## src/rtl/comparador_debounce_if.sv

```systemverilog
// +----------------------------------------------------------------------+
// | comparador_debounce_if: operand/button inputs and display-side outputs|
// | Rev 1.0                                                              |
// +----------------------------------------------------------------------+
`default_nettype none

interface comparador_debounce_if #(
    parameter int W = 3
);
    logic [W-1:0] a;
    logic [W-1:0] b;
    logic         btn1;
    logic         btn2;
    logic         btn3;
    logic [5:0]   comparador;
    logic         b1;
    logic         b2;
    logic         b3;
    logic         valid;

    modport master (
        output a, b, btn1, btn2, btn3,
        input  comparador, b1, b2, b3, valid
    );

    modport slave (
        input  a, b, btn1, btn2, btn3,
        output comparador, b1, b2, b3, valid
    );
endinterface

`default_nettype wire

```

## src/rtl/comparador_debounce.sv

```systemverilog
// +----------------------------------------------------------------------+
// | comparador_debounce: synchronized unsigned compare plus debounced     |
// | three-button toggle selector. Rev 1.0                                 |
// +----------------------------------------------------------------------+
`default_nettype none

module comparador_debounce #(
    parameter int W        = 3,
    parameter int DEB_BITS = 20
) (
    input  wire logic              clk,
    input  wire logic              reset,
    comparador_debounce_if.slave   bus
);

    typedef enum logic [1:0] {
        NONE = 2'd0,
        SEL1 = 2'd1,
        SEL2 = 2'd2,
        SEL3 = 2'd3
    } state_t;

    localparam logic [5:0]          CODE_EQ = 6'b010101;
    localparam logic [5:0]          CODE_LT = 6'b100110;
    localparam logic [5:0]          CODE_GT = 6'b001011;
    localparam logic [DEB_BITS-1:0] CNT_MAX = '1;
    localparam logic [DEB_BITS-1:0] CNT_ONE = {{(DEB_BITS-1){1'b0}}, 1'b1};

    // ---------------- compare pipeline ----------------
    logic [W-1:0] a_s0_q, a_s1_q, b_s0_q, b_s1_q;
    logic [1:0]   pipe_vld_q;
    logic [5:0]   cmp_q, cmp_d;
    logic         valid_q;

    always_comb begin
        if (a_s1_q == b_s1_q) begin
            cmp_d = CODE_EQ;
        end else if (a_s1_q < b_s1_q) begin
            cmp_d = CODE_LT;
        end else begin
            cmp_d = CODE_GT;
        end
    end

    // pipe_vld_q keeps the reset-cleared synchronizer contents from being compared
    always_ff @(posedge clk) begin
        if (!reset) begin
            a_s0_q     <= '0;
            a_s1_q     <= '0;
            b_s0_q     <= '0;
            b_s1_q     <= '0;
            pipe_vld_q <= 2'b00;
            cmp_q      <= 6'b000000;
            valid_q    <= 1'b0;
        end else begin
            a_s0_q     <= bus.a;
            a_s1_q     <= a_s0_q;
            b_s0_q     <= bus.b;
            b_s1_q     <= b_s0_q;
            pipe_vld_q <= {pipe_vld_q[0], 1'b1};
            valid_q    <= 1'b0;
            if (pipe_vld_q[1]) begin
                cmp_q   <= cmp_d;
                valid_q <= (cmp_d != cmp_q);
            end
        end
    end

    // ---------------- button debounce ----------------
    logic [2:0]          btn_s0_q, btn_s1_q;
    logic [2:0]          stable_q, stable_d;
    logic [2:0]          press_q, press_d;
    logic [DEB_BITS-1:0] cnt_q [3];
    logic [DEB_BITS-1:0] cnt_d [3];

    always_comb begin
        for (int i = 0; i < 3; i++) begin
            cnt_d[i]    = '0;
            stable_d[i] = stable_q[i];
            press_d[i]  = 1'b0;
            if (btn_s1_q[i] != stable_q[i]) begin
                if (cnt_q[i] == CNT_MAX) begin
                    stable_d[i] = btn_s1_q[i];
                    press_d[i]  = btn_s1_q[i];
                end else begin
                    cnt_d[i] = cnt_q[i] + CNT_ONE;
                end
            end
        end
    end

    always_ff @(posedge clk) begin
        if (!reset) begin
            btn_s0_q <= 3'b000;
            btn_s1_q <= 3'b000;
            stable_q <= 3'b000;
            press_q  <= 3'b000;
            for (int i = 0; i < 3; i++) begin
                cnt_q[i] <= '0;
            end
        end else begin
            btn_s0_q <= {bus.btn3, bus.btn2, bus.btn1};
            btn_s1_q <= btn_s0_q;
            stable_q <= stable_d;
            press_q  <= press_d;
            for (int i = 0; i < 3; i++) begin
                cnt_q[i] <= cnt_d[i];
            end
        end
    end

    // ---------------- selection FSM ----------------
    state_t     state_q, state_d;
    logic [2:0] sel_q, sel_d;

    always_comb begin
        state_d = state_q;
        sel_d   = 3'b000;
        if (press_q[0]) begin
            state_d = (state_q == SEL1) ? NONE : SEL1;
        end else if (press_q[1]) begin
            state_d = (state_q == SEL2) ? NONE : SEL2;
        end else if (press_q[2]) begin
            state_d = (state_q == SEL3) ? NONE : SEL3;
        end
        case (state_d)
            SEL1:    sel_d = 3'b001;
            SEL2:    sel_d = 3'b010;
            SEL3:    sel_d = 3'b100;
            default: sel_d = 3'b000;
        endcase
    end

    always_ff @(posedge clk) begin
        if (!reset) begin
            state_q <= NONE;
            sel_q   <= 3'b000;
        end else begin
            state_q <= state_d;
            sel_q   <= sel_d;
        end
    end

    assign bus.comparador = cmp_q;
    assign bus.valid      = valid_q;
    assign bus.b1         = sel_q[0];
    assign bus.b2         = sel_q[1];
    assign bus.b3         = sel_q[2];

endmodule

`default_nettype wire

```

## src/flat_wrapper.sv

```systemverilog
// flat-port wrapper written by rule: the top's interface ports become plain ports
module comparador_debounce_flat 
#(
    parameter int W        = 3,
    parameter int DEB_BITS = 20
)
  (clk, reset, bus_a, bus_b, bus_btn1, bus_btn2, bus_btn3, bus_comparador, bus_b1, bus_b2, bus_b3, bus_valid);
  comparador_debounce_if #(.W(W)) bus_i ();
  input  wire logic clk;
  input  wire logic reset;
  input wire logic [$bits(bus_i.a)-1:0] bus_a;
  input wire logic [$bits(bus_i.b)-1:0] bus_b;
  input wire logic [$bits(bus_i.btn1)-1:0] bus_btn1;
  input wire logic [$bits(bus_i.btn2)-1:0] bus_btn2;
  input wire logic [$bits(bus_i.btn3)-1:0] bus_btn3;
  output wire logic [$bits(bus_i.comparador)-1:0] bus_comparador;
  output wire logic [$bits(bus_i.b1)-1:0] bus_b1;
  output wire logic [$bits(bus_i.b2)-1:0] bus_b2;
  output wire logic [$bits(bus_i.b3)-1:0] bus_b3;
  output wire logic [$bits(bus_i.valid)-1:0] bus_valid;
  assign bus_i.a = bus_a;
  assign bus_i.b = bus_b;
  assign bus_i.btn1 = bus_btn1;
  assign bus_i.btn2 = bus_btn2;
  assign bus_i.btn3 = bus_btn3;
  assign bus_comparador = bus_i.comparador;
  assign bus_b1 = bus_i.b1;
  assign bus_b2 = bus_i.b2;
  assign bus_b3 = bus_i.b3;
  assign bus_valid = bus_i.valid;
  comparador_debounce #(.W(W), .DEB_BITS(DEB_BITS)) u_core (.clk(clk), .reset(reset), .bus(bus_i));
endmodule
```

## config.mk

```make
export PLATFORM = sky130hd
export DESIGN_NAME = comparador_debounce_flat
export DESIGN_NICKNAME = d
export VERILOG_FILES = /design/src/rtl/comparador_debounce_if.sv /design/src/rtl/comparador_debounce.sv /design/src/flat_wrapper.sv
export SDC_FILE = /design/constraint.sdc
export NUM_CORES = 1
export LEC_CHECK = 0
export ABC_CLOCK_PERIOD_IN_PS = 1800
export BUFFER_PORTS_ARGS = -buffer_cell sky130_fd_sc_hd__buf_2
export CORE_MARGIN = 1
export CORE_UTILIZATION = 47
export CTS_BUF_LIST = sky130_fd_sc_hd__clkbuf_8
export DETAILED_ROUTE_END_ITERATION = 10
export PLACE_DENSITY = 0.66
export SYNTH_ARGS = -nofsm -noshare
export SYNTH_HDL_FRONTEND = slang
export SYNTH_SLANG_ARGS = --single-unit
```

## constraint.sdc

```tcl
create_clock -name clk -period 1.8 [get_ports clk]
set_input_delay 0.54 -clock clk [delete_from_list [all_inputs] [get_ports clk]]
set_output_delay 0.54 -clock clk [all_outputs]
set_load 0.05 [all_outputs]
```

==> results of run 1 <==
-- power by group through the flow --
stage / sequential, µW / combinational [µW] / clock [µW]
finish: 2220 / 162 / 1610
global route: 2230 / 180 / 1750
CTS: 2220 / 164 / 1660
floorplan: 2300 / 85.6 / 0
detailed placement: 2270 / 163 / 0
global placement: 2270 / 160 / 0
-- Yosys cell counts, types with 8 or more instances --
library cell   n  area share, %
nand2_1       27            2.5
nor4_1        16            2.4
inv_1         20            1.8
nand3_1       24            2.9
dfxtp_1       98             48
a21oi_1       12            1.5
xnor2_1       34            7.3
nor2_1        60            5.5
xor2_1        12            2.6
o21ai_0        9            1.1
mux2i_1       10            2.4
and2_1        22            3.4
nand4_1       16            2.4
nor3_1        18            2.2
clkbuf_1       9           0.82
or3_1          8            1.2
-- how the worst max path moves through the flow --
| stage | to | slack, ns | start | cells after the start |
|---|---|---|---|---|
| detailed placement | u_core.cnt_q[0][18]$_SDFF_PP0_ | 0.05 | u_core.cnt_q[0][8]$_SDFF_PP0_ | 4 |
| floorplan | u_core.cnt_q[0][15]$_SDFF_PP0_ | 0.008 | u_core.cnt_q[0][8]$_SDFF_PP0_ | 6 |
| global placement | u_core.press_q[1]$_SDFF_PN0_ | 0.1 | u_core.cnt_q[0][20]$_SDFF_PP0_ | 5 |
| finish | u_core.cnt_q[0][18]$_SDFF_PP0_ | 0.08 | u_core.cnt_q[0][0]$_SDFF_PP0_ | 5 |
| CTS | u_core.cnt_q[0][18]$_SDFF_PP0_ | 0.01 | u_core.cnt_q[0][8]$_SDFF_PP0_ | 4 |
| global route | u_core.cnt_q[0][38]$_SDFF_PP0_ | 0.003 | u_core.cnt_q[0][21]$_SDFF_PP0_ | 5 |
-- registers in the layout (all words and copies together), names as in the netlist, 2 cells and up --
| signal | count |
|---|---|
| u_core.btn_s1_q | 3 |
| u_core.b_s1_q | 3 |
| u_core.b_s0_q | 3 |
| u_core.bus.comparador | 6 |
| u_core.press_q | 3 |
| u_core.state_q | 2 |
| u_core.a_s1_q | 3 |
| u_core.stable_q | 3 |
| u_core.pipe_vld_q | 2 |
| u_core.cnt_q | 60 |
| u_core.btn_s0_q | 3 |
| u_core.a_s0_q | 3 |
| u_core.sel_q | 3 |
-- per-layer routing --
metal / GRT usage (%) / vias up / share of wire [%]
met5: 0 / - / 0
met4: 6.97 / 0 / 1.4
met3: 4.63 / 13 / 2.6
met2: 29.8 / 31 / 46
met1: 20.3 / 1418 / 49
li1: - / 1666 / -
-- placed cells by master (no fill, tap or decap), types with 3 or more instances in the layout --
master	Yosys	routed
a21oi_1	12	12
a31oi_1	3	3
and2_1	22	22
and3_1	6	6
buf_2	1	20
buf_4	1	27
clkbuf_8	0	10
dfxtp_1	98	95
dfxtp_2	0	3
ha_1	6	4
inv_1	20	20
mux2i_1	10	10
nand2_1	27	27
nand2b_1	3	3
nand3_1	24	24
nand4_1	16	16
nor2_1	60	60
nor2b_1	5	5
nor3_1	18	18
nor4_1	16	16
o21ai_0	9	9
o31ai_1	3	3
or2_2	4	4
or3_1	8	6
or4_1	5	5
xnor2_1	34	34
xor2_1	12	12
-- critical path, cell delays in order (launching register included) --
cell and delay, ns:
dfxtp_2 0.36, ha_2 0.21, nand3_1 0.10, or2_2 0.36
or4_1 0.49, a21boi_1 0.14
-- through the flow --
stage                     std cells  util [%]  instance area, µm²  setup slack (ns)  hold slack (ns)
final                           612      57.0                4760            0.0771            0.379
after global routing            612      57.0                4760           0.00260            0.352
after CTS                       612      56.8                4740            0.0123            0.365
after detailed placement        596      54.0                4510            0.0493            0.417
after global placement          596      54.0                4510            0.0974            0.415
after floorplan                 455         -                4110           0.00814            0.412
-- area by class of cell --
class	instances	area share, %
clock buffers	10	2.89
repair buffers	48	6.79
flip-flops and latches	98	41.3
well taps	105	2.76
clock inverters	6	2.03
multi-input cells	325	42.6
inverters	20	1.58
-- logic make-up (layout without fill, tap and decap cells) --
group           after synthesis  in the layout  share of synthesized area (%)
mux                          10             10                           2.44
flops                        98             98                           47.8
simple gates                222            222                           28.2
compound gates               41             41                           6.67
xor+xnor                     46             46                           9.81
fa+ha+maj                     6              6                           1.83
buf+inv                      32             84                           3.23
-- timing repair --
action,CTS,global route
resized for setup,0,6
setup endpoints to repair,0,14
hold buffers,0,0
==> out/qor.yml, run 1 <==
floorplanning:
  ios: 21
  die_x_um: 95.5
  fp.dieArea_um2: 9110
  dieHeight_um: 95.5
  start_util_pct: 49.2
  row_count: 33
  core_area_um2: 8340
yosys:
  synth.distinct_cells: 46
  synth.avg_cell_area_um2: 9.03
  synthArstFlopShare_pct: 0
  syn_nets: 472
  yosys_most_used_dff: "dfxtp_1"
  synth_edf_count: 0
  synth_warnings: 0
  synth_area_um2: 4110
  synthCells: 455
  seq_area_frac_synth_pct: 47.8
  ys_ff_latch: 98
pwr:
  finalPower_uw: 3990
  p_seq_share_pct: 55.6
  switchingPower_uw: 889
  ir_worst_vdd_v: 0.000377
  internal-power_uw: 3100
  p_sw_share_pct: 22.3
  p_leak_uw: 0.00162
  powerDensity_nw_per_um2: 839
  combPwrFrac_pct: 4.1
  p_clk_share_pct: 40.3
clock_network:
  cts_root_buf: "clkbuf_8"
  cts_setup_buffers: 0
  cts_buffer_depth: 2
  clk_pin_slew_ns: 0.09
  numCtsBuffers: 9
  insertion_delay_ns: 0.36
  cts_tree: "done"
  cts_sinks: 98
  cts_max_level: 3
route:
  wl_um: 7100
  drt_pre_antenna_iters: 4
  final_antenna_net_count: 0
  drtIter0Drc: 120
  vias_per_cell: 5.11
  wire_per_inst_um: 11.6
  post-route-drc-count: 0
  vias: 3128
placed_design:
  post-dp-hpwl_um: 4940
  place_congestion: 0.815
  numPortBuffers: 20
finish:
  nets: 519
  drive_above_1_share_pct: 15.4
  diodes: 0
  nFillCells: 758
  multi_input_area_um2: 2030
  register_area_um2: 1970
  synthToLayoutAreaGrowth_pct: 15.8
timing:
  clock-skew-final_ns: 0.00871
  relSlewSlack_pct: 71.9
  fin_crit_ns: 1.72
  rsz0062_at_grt: "no"
  hold_violations: 0
  max_clock_freq_mhz: 580
  period_share_pct: 95.7
  maxSlewViolCount: 0
  tns_ns: 0
  worst_pin_slew_ns: 0.418
  finalSetupViolCount: 0
critical_path:
  rrSetupSlack_ns: 0.08
  worstReg2RegStart: "u_core.cnt_q[0][0]$_SDFF_PP0_"
  crit_path_end_kind: "flip-flop"
  worstPathMaxFanout: 6
  required_ns: 2.10
  worstSetupPathType: "flip-flop to flip-flop"
  arrival_ns: 2.02
  rr_worst_depth: 5
  cp-start-kind: "flip-flop"
  worstReg2RegEnd: "u_core.cnt_q[0][18]$_SDFF_PP0_"
job:
  cap_violations: 0
hold_path:
  hold_path_class: "primary input to flip-flop"
  min_path_cells: 2
  hold_start: "bus_a[1]"
  hold_end: "u_core.a_s0_q[1]$_SDFF_PN0_"
run_status:
  status: "finished clean"
grt:
  antenna_found_initial: 0
  grtUsageTotal_pct: 17.3
  grt_pass1_vias: 2990
  grt_start_max_net_pins: 20
  grt_pass1_wl_um: 12500
  grt_overflow: 0
Power figures use the tool's default switching activity.
==> run 2, diff against run 1 <==
- CORE_UTILIZATION: 47 -> 40
- PLACE_DENSITY: 0.66 -> unset
==> out/qor.yml, run 2 (synthesis gave the netlist of run 1 again) <==
placed_design:
  post-place-ws_ns: 0.0615  # +0.0122 ns
  dp_cells: 626  # +5.0%
  numPortBuffers: 20  # unchanged
  place_congestion: 0.769  # -5.6%
  post-dp-hpwl_um: 5250  # +6.4%
timing:
  tns_ns: 0  # unchanged
  fin_crit_ns: 1.70  # -0.0251 ns
  finalSetupViolCount: 0  # unchanged
  setup_ws_ns: 0.102  # +0.0251 ns
  maxSlewViolCount: 0  # unchanged
  relSlewSlack_pct: 72.1  # +0.13 points
  max_clock_freq_mhz: 589  # +1.5%
  period_share_pct: 94.3  # -1.4 points
  worst_pin_slew_ns: 0.416  # -0.00187 ns
  hold_violations: 0  # unchanged
  clock-skew-final_ns: 0.0135  # +0.00482 ns
  rsz0062_at_grt: "no"
grt:
  grt_pass1_vias: 2861  # -4.3%
  grt_start_max_net_pins: 19  # -5.0%
  grtUsageTotal_pct: 14.7  # -2.6 points
  grt_pass1_wl_um: 12400  # -0.78%
  grt_overflow: 0  # unchanged
  antenna_found_initial: 0  # unchanged
critical_path:
  required_ns: 2.09  # about the same
  arrival_ns: 1.98  # -0.04 ns
  worstPathMaxFanout: 8  # +2
  worstSetupPathType: "flip-flop to flip-flop"
  slowest_delay_ns: 0.49  # about the same
  rr_worst_depth: 4  # -1
  cp_num_cells: 4  # -1
  cp-start-kind: "flip-flop"
  crit_path_end_kind: "flip-flop"
  cp_top_family: "simple AND/OR/NAND/NOR gates"
  cp_cell_sequence: "nand4_4 -> or3_4 -> or4_1 -> a21oi_1"
  crit_slowest_cell: "or4_1"
  critical_path_buf_inv_count: 0  # unchanged
clock_network:
  cts_sinks: 98  # unchanged
  numCtsBuffers: 9  # unchanged
  insertion_delay_ns: 0.37  # about the same
  cts_max_level: 3  # unchanged
  cts_buffer_depth: 2  # unchanged
  cts_tree: "done"
  hold_buffers: 0  # unchanged
  clk_pin_slew_ns: 0.10  # about the same
  cts_root_buf: "clkbuf_8"
finish:
  diodes: 0  # unchanged
  final_common_cell: "dfxtp_1"
  final-instance-count-excl-fill: 644  # +5.2%
  drive_above_1_share_pct: 16.4  # +1.1 points
  fin_util_pct: 48.9  # -8.2 points
  synthToLayoutAreaGrowth_pct: 17.4
  nets: 523  # +0.77%
  final_cell_mix: "94 x dfxtp_1, 60 x nor2_1, 34 x xnor2_1"
  regMostFlops: "u_core.cnt_q"
  largest_reg_flops: 60  # unchanged
route:
  vias: 3189  # +2.0%
  wl_um: 7360  # +3.7%
  drt_pre_antenna_iters: 4  # unchanged
  final_antenna_net_count: 0  # unchanged
  wire_per_inst_um: 11.4  # -1.4%
  vias_per_cell: 4.95  # -3.1%
  post-route-drc-count: 0  # unchanged
  drtIter0Drc: 84  # -30%
run_status:
  status: "finished clean"
hold_path:
  min_path_cells: 2  # unchanged
  hold_path_class: "primary input to flip-flop"
pwr:
  p_leak_uw: 0.00163  # +1.1%
  powerDensity_nw_per_um2: 800  # -4.6%
  finalPower_uw: 3860  # -3.3%
  ir_worst_vdd_v: 0.000453  # +20%
floorplanning:
  start_util_pct: 41.6  # -7.6 points
  dieHeight_um: 103  # +8.2%
  die_x_um: 103  # +8.2%
  fp.dieArea_um2: 10700  # +17%
  core_area_um2: 9860  # +18%
  row_count: 36  # +9.1%
  ios: 21  # unchanged
job:
  cap_violations: 0  # unchanged
run 2: cell types whose count changed in the layout (fill, tap and decap cells not counted), sizes merged:
cell,delta
buf,+4
bufinv,-1
clkbuf,-1
inv,+2
run 2: routing by layer:
layer	track usage, %	vias up	routed length [µm]
li1	-	1679	-
met3	3.83	9	208
met4	4.98	0	90
met1	18.0	1465	3500
met5	0	-	0
met2	25.2	36	3560
run 2: final timing paths:
kind | from | endpoint | slack, ns
min | bus_b[2] | u_core.b_s0_q[2]$_SDFF_PN0_ | 0.38
max reg2reg | u_core.cnt_q[0][8]$_SDFF_PP0_ | u_core.cnt_q[0][17]$_SDFF_PP0_ | 0.10
max | u_core.cnt_q[0][8]$_SDFF_PP0_ | u_core.cnt_q[0][17]$_SDFF_PP0_ | 0.10
min reg2reg | u_core.a_s0_q[1]$_SDFF_PN0_ | u_core.a_s1_q[1]$_SDFF_PN0_ | 0.43
run 2: what timing repair did:
item                       CTS  global route
buffers inserted             0             2
setup endpoints to repair    0            22
gates resized for setup      0            10
run 2: stage by stage:
step,hold WS (ns),cell area (µm²)
after detailed placement,0.418,4560
final,0.375,4820
after global routing,0.356,4820
after CTS,0.353,4760
after global placement,0.415,4560
after floorplan,0.412,4110
run 2: where the power goes:
group / internal, µW / switching, µW
clock: 669 / 802
combinational: 66.8 / 100
sequential: 2200 / 19.2
total: 2940 / 921
run 2: final cells by class:
type | instances | area (µm²)
sequential | 98 | 1970
inverter | 20 | 75.1
fill | 955 | 5040
tap | 133 | 166
multi-input combinational | 325 | 2040
clock buffer | 9 | 124
timing repair buffer | 52 | 365
clock inverter | 7 | 82.6
